===== src/rtl/spi_cmd_sequencer.sv =====
// SPI command sequencer: power-up delay, one-shot init command list, then
// single-shot or periodic frames of read commands whose low bytes are captured.
module spi_cmd_sequencer #(
   parameter int CMD_W        = 24,
   parameter int N_INIT       = 4,
   parameter int N_READ       = 7,
   parameter int IDX_W        = 3,
   parameter int STARTUP_CYC  = 40,
   parameter int RST_WAIT_CYC = 50000,
   parameter int POLL_CYC     = 500000,
   parameter int TIMEOUT_CYC  = 1024
) (
   input  logic                    clk,
   input  logic                    reset,
   input  logic                    continuous,
   input  logic                    trigger,
   input  logic                    clear_err,
   input  logic [N_INIT*CMD_W-1:0] init_cmds,
   input  logic [N_READ*CMD_W-1:0] read_cmds,
   output logic                    start_command,
   output logic [CMD_W-1:0]        command,
   input  logic                    cmd_done,
   input  logic [CMD_W-1:0]        rx_data,
   output logic [7:0]              data_out,
   output logic                    data_valid,
   output logic [IDX_W-1:0]        data_index,
   output logic                    frame_done,
   output logic [15:0]             frame_count,
   output logic                    busy,
   output logic                    timeout_err
);
   // state        | meaning
   // ST_STARTUP   | power-up delay
   // ST_INIT_CMD  | issue init_cmds[idx], wait for cmd_done
   // ST_INIT_WAIT | settle time after init command 0
   // ST_READ_CMD  | issue read_cmds[idx], capture response byte
   // ST_FRAME_END | one-cycle frame strobe, choose poll or idle
   // ST_POLL_WAIT | inter-frame delay in continuous mode
   // ST_IDLE      | wait for trigger
   // ST_ERROR     | command timed out, wait for clear_err
   typedef enum logic [2:0] {
      ST_STARTUP, ST_INIT_CMD, ST_INIT_WAIT, ST_READ_CMD,
      ST_FRAME_END, ST_POLL_WAIT, ST_IDLE, ST_ERROR
   } state_t;

   localparam int MAX_A   = (STARTUP_CYC > RST_WAIT_CYC) ? STARTUP_CYC : RST_WAIT_CYC;
   localparam int MAX_B   = (POLL_CYC > TIMEOUT_CYC) ? POLL_CYC : TIMEOUT_CYC;
   localparam int MAX_CYC = (MAX_A > MAX_B) ? MAX_A : MAX_B;
   localparam int CNT_W   = $clog2(MAX_CYC + 1);
   localparam int MAX_N   = (N_INIT > N_READ) ? N_INIT : N_READ;
   localparam int IW      = (MAX_N > 1) ? $clog2(MAX_N) : 1;

   // Wait delays count from the triggering done/frame_done cycle itself.
   localparam logic [CNT_W-1:0] STARTUP_LAST  = CNT_W'(STARTUP_CYC - 1);
   localparam logic [CNT_W-1:0] RST_WAIT_LAST = CNT_W'(RST_WAIT_CYC - 2);
   localparam logic [CNT_W-1:0] POLL_LAST     = CNT_W'(POLL_CYC - 2);
   localparam logic [CNT_W-1:0] TIMEOUT_LAST  = CNT_W'(TIMEOUT_CYC - 1);
   localparam logic [IW-1:0]    INIT_LAST     = IW'(N_INIT - 1);
   localparam logic [IW-1:0]    READ_LAST     = IW'(N_READ - 1);

   state_t           state_q, state_d;
   logic [CNT_W-1:0] cnt_q, cnt_d;
   logic [IW-1:0]    idx_q, idx_d;
   logic             gap_q, gap_d;
   logic [15:0]      frame_count_q, frame_count_d;
   logic [7:0]       data_out_q, data_out_d;
   logic [IDX_W-1:0] data_index_q, data_index_d;
   logic             data_valid_q, data_valid_d;
   logic             timeout_err_q, timeout_err_d;

   logic cmd_state, done_acc, timed_out, unused_rx_hi;

   assign cmd_state    = (state_q == ST_INIT_CMD) || (state_q == ST_READ_CMD);
   assign done_acc     = cmd_state && !gap_q && cmd_done;
   assign timed_out    = cmd_state && !done_acc && (cnt_q == TIMEOUT_LAST);
   assign unused_rx_hi = ^rx_data[CMD_W-1:8];

   always_ff @(posedge clk) begin
      if (reset) begin
         state_q       <= ST_STARTUP;
         cnt_q         <= '0;
         idx_q         <= '0;
         gap_q         <= 1'b0;
         frame_count_q <= '0;
         data_out_q    <= '0;
         data_index_q  <= '0;
         data_valid_q  <= 1'b0;
         timeout_err_q <= 1'b0;
      end else begin
         state_q       <= state_d;
         cnt_q         <= cnt_d;
         idx_q         <= idx_d;
         gap_q         <= gap_d;
         frame_count_q <= frame_count_d;
         data_out_q    <= data_out_d;
         data_index_q  <= data_index_d;
         data_valid_q  <= data_valid_d;
         timeout_err_q <= timeout_err_d;
      end
   end

   always_comb begin
      state_d = state_q;
      idx_d   = idx_q;
      gap_d   = 1'b0;
      unique case (state_q)
         ST_STARTUP:
            if (cnt_q == STARTUP_LAST) begin
               state_d = ST_INIT_CMD;
               idx_d   = '0;
            end
         ST_INIT_CMD:
            if (done_acc) begin
               if (idx_q == '0) begin
                  state_d = ST_INIT_WAIT;
               end else if (idx_q < INIT_LAST) begin
                  idx_d = idx_q + 1'b1;
                  gap_d = 1'b1;
               end else begin
                  state_d = ST_READ_CMD;
                  idx_d   = '0;
                  gap_d   = 1'b1;
               end
            end else if (timed_out) begin
               state_d = ST_ERROR;
            end
         ST_INIT_WAIT:
            if (cnt_q == RST_WAIT_LAST) begin
               state_d = (N_INIT == 1) ? ST_READ_CMD : ST_INIT_CMD;
               idx_d   = (N_INIT == 1) ? '0 : IW'(1);
            end
         ST_READ_CMD:
            if (done_acc) begin
               if (idx_q == READ_LAST) begin
                  state_d = ST_FRAME_END;
               end else begin
                  idx_d = idx_q + 1'b1;
                  gap_d = 1'b1;
               end
            end else if (timed_out) begin
               state_d = ST_ERROR;
            end
         ST_FRAME_END:
            state_d = continuous ? ST_POLL_WAIT : ST_IDLE;
         ST_POLL_WAIT:
            if (cnt_q == POLL_LAST) begin
               state_d = ST_READ_CMD;
               idx_d   = '0;
            end
         ST_IDLE:
            if (trigger) begin
               state_d = ST_READ_CMD;
               idx_d   = '0;
            end
         ST_ERROR:
            if (clear_err) state_d = ST_STARTUP;
         default: state_d = ST_STARTUP;
      endcase
   end

   // Counter also restarts per command and holds through the one-cycle gap,
   // so every command gets the full TIMEOUT_CYC window of start_command.
   always_comb begin
      cnt_d = cnt_q + 1'b1;
      if ((state_d != state_q) || done_acc || gap_q) cnt_d = '0;
      frame_count_d = frame_count_q;
      if ((state_q == ST_READ_CMD) && (state_d == ST_FRAME_END))
         frame_count_d = frame_count_q + 16'd1;
      data_valid_d = (state_q == ST_READ_CMD) && done_acc;
      data_out_d   = data_out_q;
      data_index_d = data_index_q;
      if (data_valid_d) begin
         data_out_d   = rx_data[7:0];
         data_index_d = IDX_W'(idx_q);
      end
      timeout_err_d = timeout_err_q;
      if (timed_out)
         timeout_err_d = 1'b1;
      else if ((state_q == ST_ERROR) && clear_err)
         timeout_err_d = 1'b0;
   end

   always_comb begin
      start_command = cmd_state && !gap_q;
      command       = '0;
      if (state_q == ST_INIT_CMD) begin
         for (int k = 0; k < N_INIT; k++)
            if (idx_q == IW'(k)) command = init_cmds[k*CMD_W +: CMD_W];
      end else if (state_q == ST_READ_CMD) begin
         for (int k = 0; k < N_READ; k++)
            if (idx_q == IW'(k)) command = read_cmds[k*CMD_W +: CMD_W];
      end
      busy       = (state_q != ST_IDLE) && (state_q != ST_ERROR);
      frame_done = (state_q == ST_FRAME_END);
   end

   assign data_out    = data_out_q;
   assign data_valid  = data_valid_q;
   assign data_index  = data_index_q;
   assign frame_count = frame_count_q;
   assign timeout_err = timeout_err_q;
endmodule


===== config.mk =====
export PLATFORM = sky130hd
export DESIGN_NAME = spi_cmd_sequencer
export DESIGN_NICKNAME = d
export VERILOG_FILES = /design/src/rtl/spi_cmd_sequencer.sv
export SDC_FILE = /design/constraint.sdc
export NUM_CORES = 1
export LEC_CHECK = 0
export ABC_AREA = 1
export BUFFER_PORTS_ARGS = -buffer_cell sky130_fd_sc_hd__buf_2
export CAP_MARGIN = 0
export CELL_PAD_IN_SITES_DETAIL_PLACEMENT = 0
export CELL_PAD_IN_SITES_GLOBAL_PLACEMENT = 1
export CORE_MARGIN = 8
export CORE_UTILIZATION = 30
export CTS_BUF_LIST = sky130_fd_sc_hd__clkbuf_8 sky130_fd_sc_hd__clkbuf_16
export CTS_CLUSTER_SIZE = 25
export DETAILED_ROUTE_END_ITERATION = 6
export GPL_ROUTABILITY_DRIVEN = 0
export PLACE_DENSITY = 0.95
export SLEW_MARGIN = 25
export SYNTH_ARGS = -nofsm -noshare
export SYNTH_HDL_FRONTEND = slang
export SYNTH_SLANG_ARGS = --single-unit

===== constraint.sdc =====
create_clock -name clk -period 4.1 [get_ports clk]
set_input_delay 0.41 -clock clk [delete_from_list [all_inputs] [get_ports clk]]
set_output_delay 0.41 -clock clk [all_outputs]
set_load 0.005 [all_outputs]

Word-level counts from Yosys, hierarchy flattened
Index checks and enable logic that the tools add are counted.
W data, S select, Z words.
{"block": "word_totals", "output_inout_bits": 56, "reg_bits": 55, "wordCells": 104}
{"block": "classes", "reduce_logical": 19, "n_addsub": 3, "muxes": 43, "n_lt_le_gt_ge": 1, "eq_ne": 29}
{"operator": "$mux W24", "count": 13}
{"operator": "$mux W3", "count": 20}
{"operator": "$eq A3 B3 Y1 const B", "count": 8}
{"operator": "$pmux W3 S8", "count": 1}
{"operator": "$add A19 B1 Y19 const B", "count": 1}
{"operator": "$eq A19 B10 Y1 const B", "count": 1}
{"operator": "$eq A19 B16 Y1 const B", "count": 1}
{"operator": "$eq A19 B19 Y1 const B", "count": 1}
{"operator": "$eq A19 B6 Y1 const B", "count": 1}
{"operator": "$pmux W3 S6", "count": 1}
{"operator": "$add A16 B1 Y16 const B", "count": 1}
{"operator": "$ne A2 B2 Y1 const B", "count": 8}
{"operator": "$eq A3 B2 Y1 const B", "count": 4}
{"operator": "$reduce_and A9 Y1", "count": 1}
{"operator": "$logic_and A1 B1 Y1", "count": 8}
{"operator": "$eq A3 B1 Y1 const B", "count": 2}
{"operator": "$logic_not A3 Y1", "count": 2}
{"operator": "$mux W1", "count": 6}
{"operator": "$ne A3 B3 Y1 const B", "count": 2}
{"operator": "$reduce_bool A6 Y1", "count": 1}
{"operator": "$add A3 B1 Y3 const B", "count": 1}
{"operator": "$logic_or A1 B1 Y1", "count": 3}
{"operator": "$lt A3 B2 Y1 const B", "count": 1}
{"operator": "$ne A3 B3 Y1", "count": 1}
{"operator": "other kinds (5)", "count": 6}

Logic depth before layout (Yosys ltp)
{"block": "logic_depth", "ltp_word": 14, "ltp_mapped": 15}

Worst setup path after synthesis
OpenSTA, ideal clock, no wires.
{"block": "synth_timing", "kind": "reg-to-output", "from": "register idx_q[0]", "to": "output command[10]", "required_ns": 3.690, "arrival_ns": 1.904, "path_buffers": 3, "setup_slack_ns": 1.786, "stages_incl_launch_ff": 10, "path_cell_list": "dfxtp_1 -> ha_1 -> ha_1 -> inv_1 -> clkbuf_1 -> buf_1 -> clkbuf_1 -> nand2_1 -> o211ai_1 -> nand2_1"}
{"block": "synth_via", "elab_chain_cells": 10, "elab_cells_between_ends": 20}
{"element": "start, declared", "line": "63", "text": "logic [IW-1:0] idx_q, idx_d;"}
{"element": "start signal, assigned", "line": "92", "text": "idx_q <= idx_d;"}
{"element": "$logic_not A3 Y1", "line": "188, 191"}
{"element": "$mux W24 (7 in series)", "line": "191", "text": "if (idx_q == IW'(k)) command = read_cmds[k*CMD_W +: CMD_W];"}
{"element": "$mux W24", "line": "189", "text": "end else if (state_q == ST_READ_CMD) begin"}
{"element": "$mux W24 (*)", "line": "186", "text": "if (state_q == ST_INIT_CMD) begin"}
{"element": "end, declared", "line": "21", "text": "output logic [CMD_W-1:0] command,"}
Mark *: on every way between the ends. The rest lies on a longest branch, timed or not.

Final worst setup path
{"block": "layout_timing", "from": "register idx_q[0]", "to": "output command[23]"}
Same word-level chain as after synthesis.

==> impl_metrics.prom <==
# TYPE chip_impl_metric gauge
chip_impl_info{name="status",value="completed"} 1
chip_impl_metric{name="worst-endpoint-arrival",unit="ns"} 2.97
chip_impl_metric{name="finalClockSkew",unit="ns"} 0.009960
chip_impl_metric{name="numPortBuffers",unit=""} 333
chip_impl_metric{name="numClockSinks",unit=""} 55
chip_impl_metric{name="number_of_synthesized_flops_with_an_enable_pin",unit=""} 0
chip_impl_metric{name="power.share.clock",unit=""} 0.194
chip_impl_metric{name="grt_pass1_wl",unit="µm"} 41590
chip_impl_info{name="worstReg2RegStart",value="idx_q[0]"} 1
chip_impl_metric{name="ff2ff_setup_slack",unit="ns"} 1.43
chip_impl_metric{name="layout.cells.non_filler",unit=""} 1554
chip_impl_info{name="timing.critical_path.to",value="command[23]"} 1
chip_impl_metric{name="floorplan.die_area",unit="µm²"} 23510
chip_impl_metric{name="dp.cells",unit=""} 1538
chip_impl_metric{name="core_area",unit="µm²"} 18580
chip_impl_metric{name="antenna_found_initial",unit=""} 11
chip_impl_metric{name="synth-seq-cells",unit=""} 55
chip_impl_metric{name="synthArstFlopShare",unit=""} 0
chip_impl_metric{name="postPlaceCellArea",unit="µm²"} 7452
chip_impl_metric{name="dieWidth",unit="µm"} 153.3
chip_impl_metric{name="initial_standard_cell_utilization_of_the_core",unit=""} 0.3044
chip_impl_metric{name="timing.final.ws_setup",unit="ns"} 0.7176
chip_impl_metric{name="first_global_vias",unit=""} 7611
chip_impl_metric{name="layout-drive-gt1-share",unit=""} 0.2851
chip_impl_info{name="rsz_0062_raised_after_global_routing",value="false"} 1
chip_impl_metric{name="critical_path.max_fanout",unit=""} 26
chip_impl_metric{name="critPathRequiredTime",unit="ns"} 3.69
chip_impl_metric{name="nets",unit=""} 1613
chip_impl_metric{name="post_synth_instance_area",unit="µm²"} 5657
chip_impl_metric{name="count_of_pins_over_their_slew_limit",unit=""} 0
chip_impl_metric{name="synth_cell_type_count",unit=""} 32
chip_impl_metric{name="gr-usage-all-layers",unit=""} 0.2195
chip_impl_metric{name="pin_count",unit=""} 350
chip_impl_metric{name="post_drt_wl_per_cell",unit="µm"} 17.62
chip_impl_metric{name="drt_pass1_iterations",unit=""} 5
chip_impl_info{name="cp-startpoint",value="idx_q[0]"} 1
chip_impl_metric{name="netlist_instances",unit=""} 1027
chip_impl_info{name="critical_path.startpoint_type",value="flop"} 1
chip_impl_info{name="end_kind",value="primary output"} 1
chip_impl_metric{name="leakage",unit="nW"} 4.034
chip_impl_info{name="holdCritPathClass",value="primary input to flop"} 1
chip_impl_metric{name="setup_total_negative_slack",unit="ns"} 0
chip_impl_metric{name="seq_power_share",unit=""} 0.244
chip_impl_info{name="dominantRegCellSynth",value="sky130_fd_sc_hd__dfxtp_1"} 1
chip_impl_metric{name="pwr_per_cell_area",unit="nW/µm²"} 309.6
chip_impl_metric{name="transition_time_of_the_tightest_slew_check_pin",unit="ns"} 0.8645
chip_impl_info{name="cts_tree",value="done"} 1
chip_impl_metric{name="placement.setup.worst_slack",unit="ns"} 0.9956
chip_impl_metric{name="htree_num_levels",unit=""} 2
chip_impl_metric{name="post_synthesis_sequential_area_ratio",unit=""} 0.1946
chip_impl_metric{name="clock.fmax",unit="GHz"} 0.2957
chip_impl_metric{name="syn_nets",unit=""} 1329
chip_impl_metric{name="detailroute.via_count",unit=""} 7878
chip_impl_metric{name="largest_net_degree_at_the_start_of_global_routing",unit=""} 68
chip_impl_metric{name="cts_buffers",unit=""} 5
chip_impl_metric{name="finalSetupViolations",unit=""} 0
chip_impl_metric{name="worst-r2r-cell-count",unit=""} 12
chip_impl_metric{name="comb_power_share",unit=""} 0.562
chip_impl_metric{name="postLayoutCellArea",unit="µm²"} 7625
chip_impl_info{name="worst_r2r_endpoint",value="frame_count[12]"} 1
chip_impl_metric{name="layout.filler_cells",unit=""} 2080
chip_impl_metric{name="max_cap_viol_count",unit=""} 0
chip_impl_metric{name="via_per_inst",unit=""} 5.069
chip_impl_metric{name="power.net_switching",unit="mW"} 1.095
chip_impl_info{name="cts_root_buffer",value="sky130_fd_sc_hd__clkbuf_16"} 1
chip_impl_info{name="critical_path_class",value="flop to primary output"} 1
chip_impl_metric{name="intPower",unit="mW"} 1.266
chip_impl_metric{name="max-slew-margin-rel",unit=""} 0.4231
chip_impl_metric{name="period_minus_slack",unit="ns"} 3.382
chip_impl_metric{name="synth_warn",unit=""} 0
chip_impl_metric{name="num_rows",unit=""} 50
chip_impl_metric{name="totalWireLength",unit="µm"} 27390
chip_impl_metric{name="cts.path.max_buffers",unit=""} 2
chip_impl_metric{name="postSynthAreaPerCell",unit="µm²"} 5.508
chip_impl_metric{name="gr-total-overflow",unit=""} 0
chip_impl_metric{name="flow.area_growth_from_synthesis",unit="%"} 34.79
chip_impl_metric{name="fin_total_pwr",unit="mW"} 2.361
chip_impl_metric{name="report.final.hold_viol_count",unit=""} 0
chip_impl_metric{name="cts_setup_buffers",unit=""} 0
chip_impl_metric{name="drtIter0Drc",unit=""} 474
chip_impl_metric{name="power.ir.vdd_worst",unit="µV"} 189.3
chip_impl_metric{name="postRouteAntennaNets",unit=""} 0
chip_impl_metric{name="cts.reportedPaths.clkPinSlew",unit="ns"} 0.08
chip_impl_metric{name="post-route-drc-count",unit=""} 0
chip_impl_metric{name="switching_share",unit=""} 0.4640
chip_impl_metric{name="postCtsHoldBufs",unit=""} 0
chip_impl_metric{name="detailedPlacementHpwl",unit="µm"} 21840
chip_impl_metric{name="dieHeight",unit="µm"} 153.3
chip_impl_metric{name="area_of_the_multi_input_gates",unit="µm²"} 4066
chip_impl_metric{name="postCtsResizedCells",unit=""} 0
chip_impl_metric{name="area.sequential",unit="µm²"} 1101
chip_impl_metric{name="timing.final.crit_share",unit=""} 0.8250
chip_impl_metric{name="clock_latency",unit="ns"} 0.31
[state kept, by name (all words and copies together) (netlist names)]
name         cells
idx_q            3
cnt_q           19
gap_q            1
data_out         8
frame_count     16
timeout_err      1
data_valid       1
data_index       3
state_q          3
[routing by layer]
layer,share of wire,GRT usage,wire length [µm],vias up
li1,-,-,-,3941
met1,0.37,0.2394,10270,3533
met2,0.50,0.4084,13810,328
met3,0.088,0.05357,2409,66
met4,0.031,0.06927,840,10
met5,0.0023,0,62,-
[placed cells by master (no fill, tap or decap), drive strengths merged, types with 11 or more instances in the layout]
| cell type | netlist | final |
|---|---|---|
| o21ai | 80 | 80 |
| nor3 | 11 | 11 |
| a21oi | 58 | 58 |
| nor2 | 172 | 172 |
| o21bai | 23 | 23 |
| xor2 | 23 | 23 |
| o211ai | 25 | 25 |
| dfxtp | 55 | 55 |
| inv | 60 | 61 |
| buf | 22 | 344 |
| nand3 | 147 | 147 |
| nand2 | 277 | 277 |
[layout make-up]
type                       instances  area share
antenna                            8    0.002626
clock buffer                       5     0.01641
clock inverter                     3    0.003610
inverter                          61     0.03019
multi-input combinational        844      0.5333
sequential                        55      0.1444
tap                              234     0.03840
timing repair buffer             344      0.2310
[power by group through the flow]
stage	combinational, mW	clock, mW	sequential, mW
after global placement	1.33	0	0.589
after floorplan	0.865	0	0.580
after CTS	1.35	0.465	0.577
after detailed placement	1.35	0	0.589
after global routing	1.51	0.481	0.581
final	1.33	0.458	0.577
[critical path: stages, from the launching register on]
cell and delay (ns):
sky130_fd_sc_hd__dfxtp_1 0.46, sky130_fd_sc_hd__ha_1 0.23, sky130_fd_sc_hd__inv_2 0.21, sky130_fd_sc_hd__nor2_4 0.56, sky130_fd_sc_hd__buf_4 0.40, sky130_fd_sc_hd__nand2_1 0.09
sky130_fd_sc_hd__nand3_1 0.08, sky130_fd_sc_hd__o21ai_0 0.08, sky130_fd_sc_hd__nand2_1 0.07, sky130_fd_sc_hd__o211ai_1 0.19, sky130_fd_sc_hd__nand2_1 0.13, sky130_fd_sc_hd__buf_2 0.13
[synthesized netlist by cell type, types with 11 or more instances]
cell type | instances | area [µm²]
sky130_fd_sc_hd__nand2_1 | 271 | 1017
sky130_fd_sc_hd__nor2_1 | 167 | 626.9
sky130_fd_sc_hd__nand3_1 | 144 | 720.7
sky130_fd_sc_hd__o21ai_0 | 79 | 395.4
sky130_fd_sc_hd__a21oi_1 | 58 | 290.3
sky130_fd_sc_hd__inv_1 | 58 | 217.7
sky130_fd_sc_hd__dfxtp_1 | 55 | 1101
sky130_fd_sc_hd__clkbuf_1 | 44 | 165.2
sky130_fd_sc_hd__o211ai_1 | 25 | 187.7
sky130_fd_sc_hd__o21bai_1 | 23 | 172.7
sky130_fd_sc_hd__xor2_1 | 23 | 201.4
sky130_fd_sc_hd__nor3_1 | 11 | 55.05
[cell families after synthesis]
group                      synth area share
AOI/OAI and AO/OA                    0.1896
adders and majority gates           0.01770
and+or+nand+nor                      0.4592
DFF                                  0.1946
buffers and inverters               0.09091
xor gates and xnor gates            0.04800
[worst min-delay path by stage]
stage	startpoint	endpoint	slack [ns]	cells after the start
global placement	data_out[4]	data_out[4]	0.45	2
detailed placement	data_out[4]	data_out[4]	0.45	2
CTS	rx_data[4]	data_out[4]	0.37	3
floorplan	cnt_q[0]	cnt_q[0]	0.44	1
finish	rx_data[4]	data_out[4]	0.36	3
global route	rx_data[4]	data_out[4]	0.37	3
[stage by stage]
stage | hold slack (ns) | util
floorplan | 0.4406 | -
global placement | 0.4461 | 0.4011
detailed placement | 0.4521 | 0.4011
CTS | 0.3662 | 0.4093
global route | 0.3684 | 0.4101
finish | 0.3649 | 0.4104
Note: power is estimated with default switching activity, not from simulation.
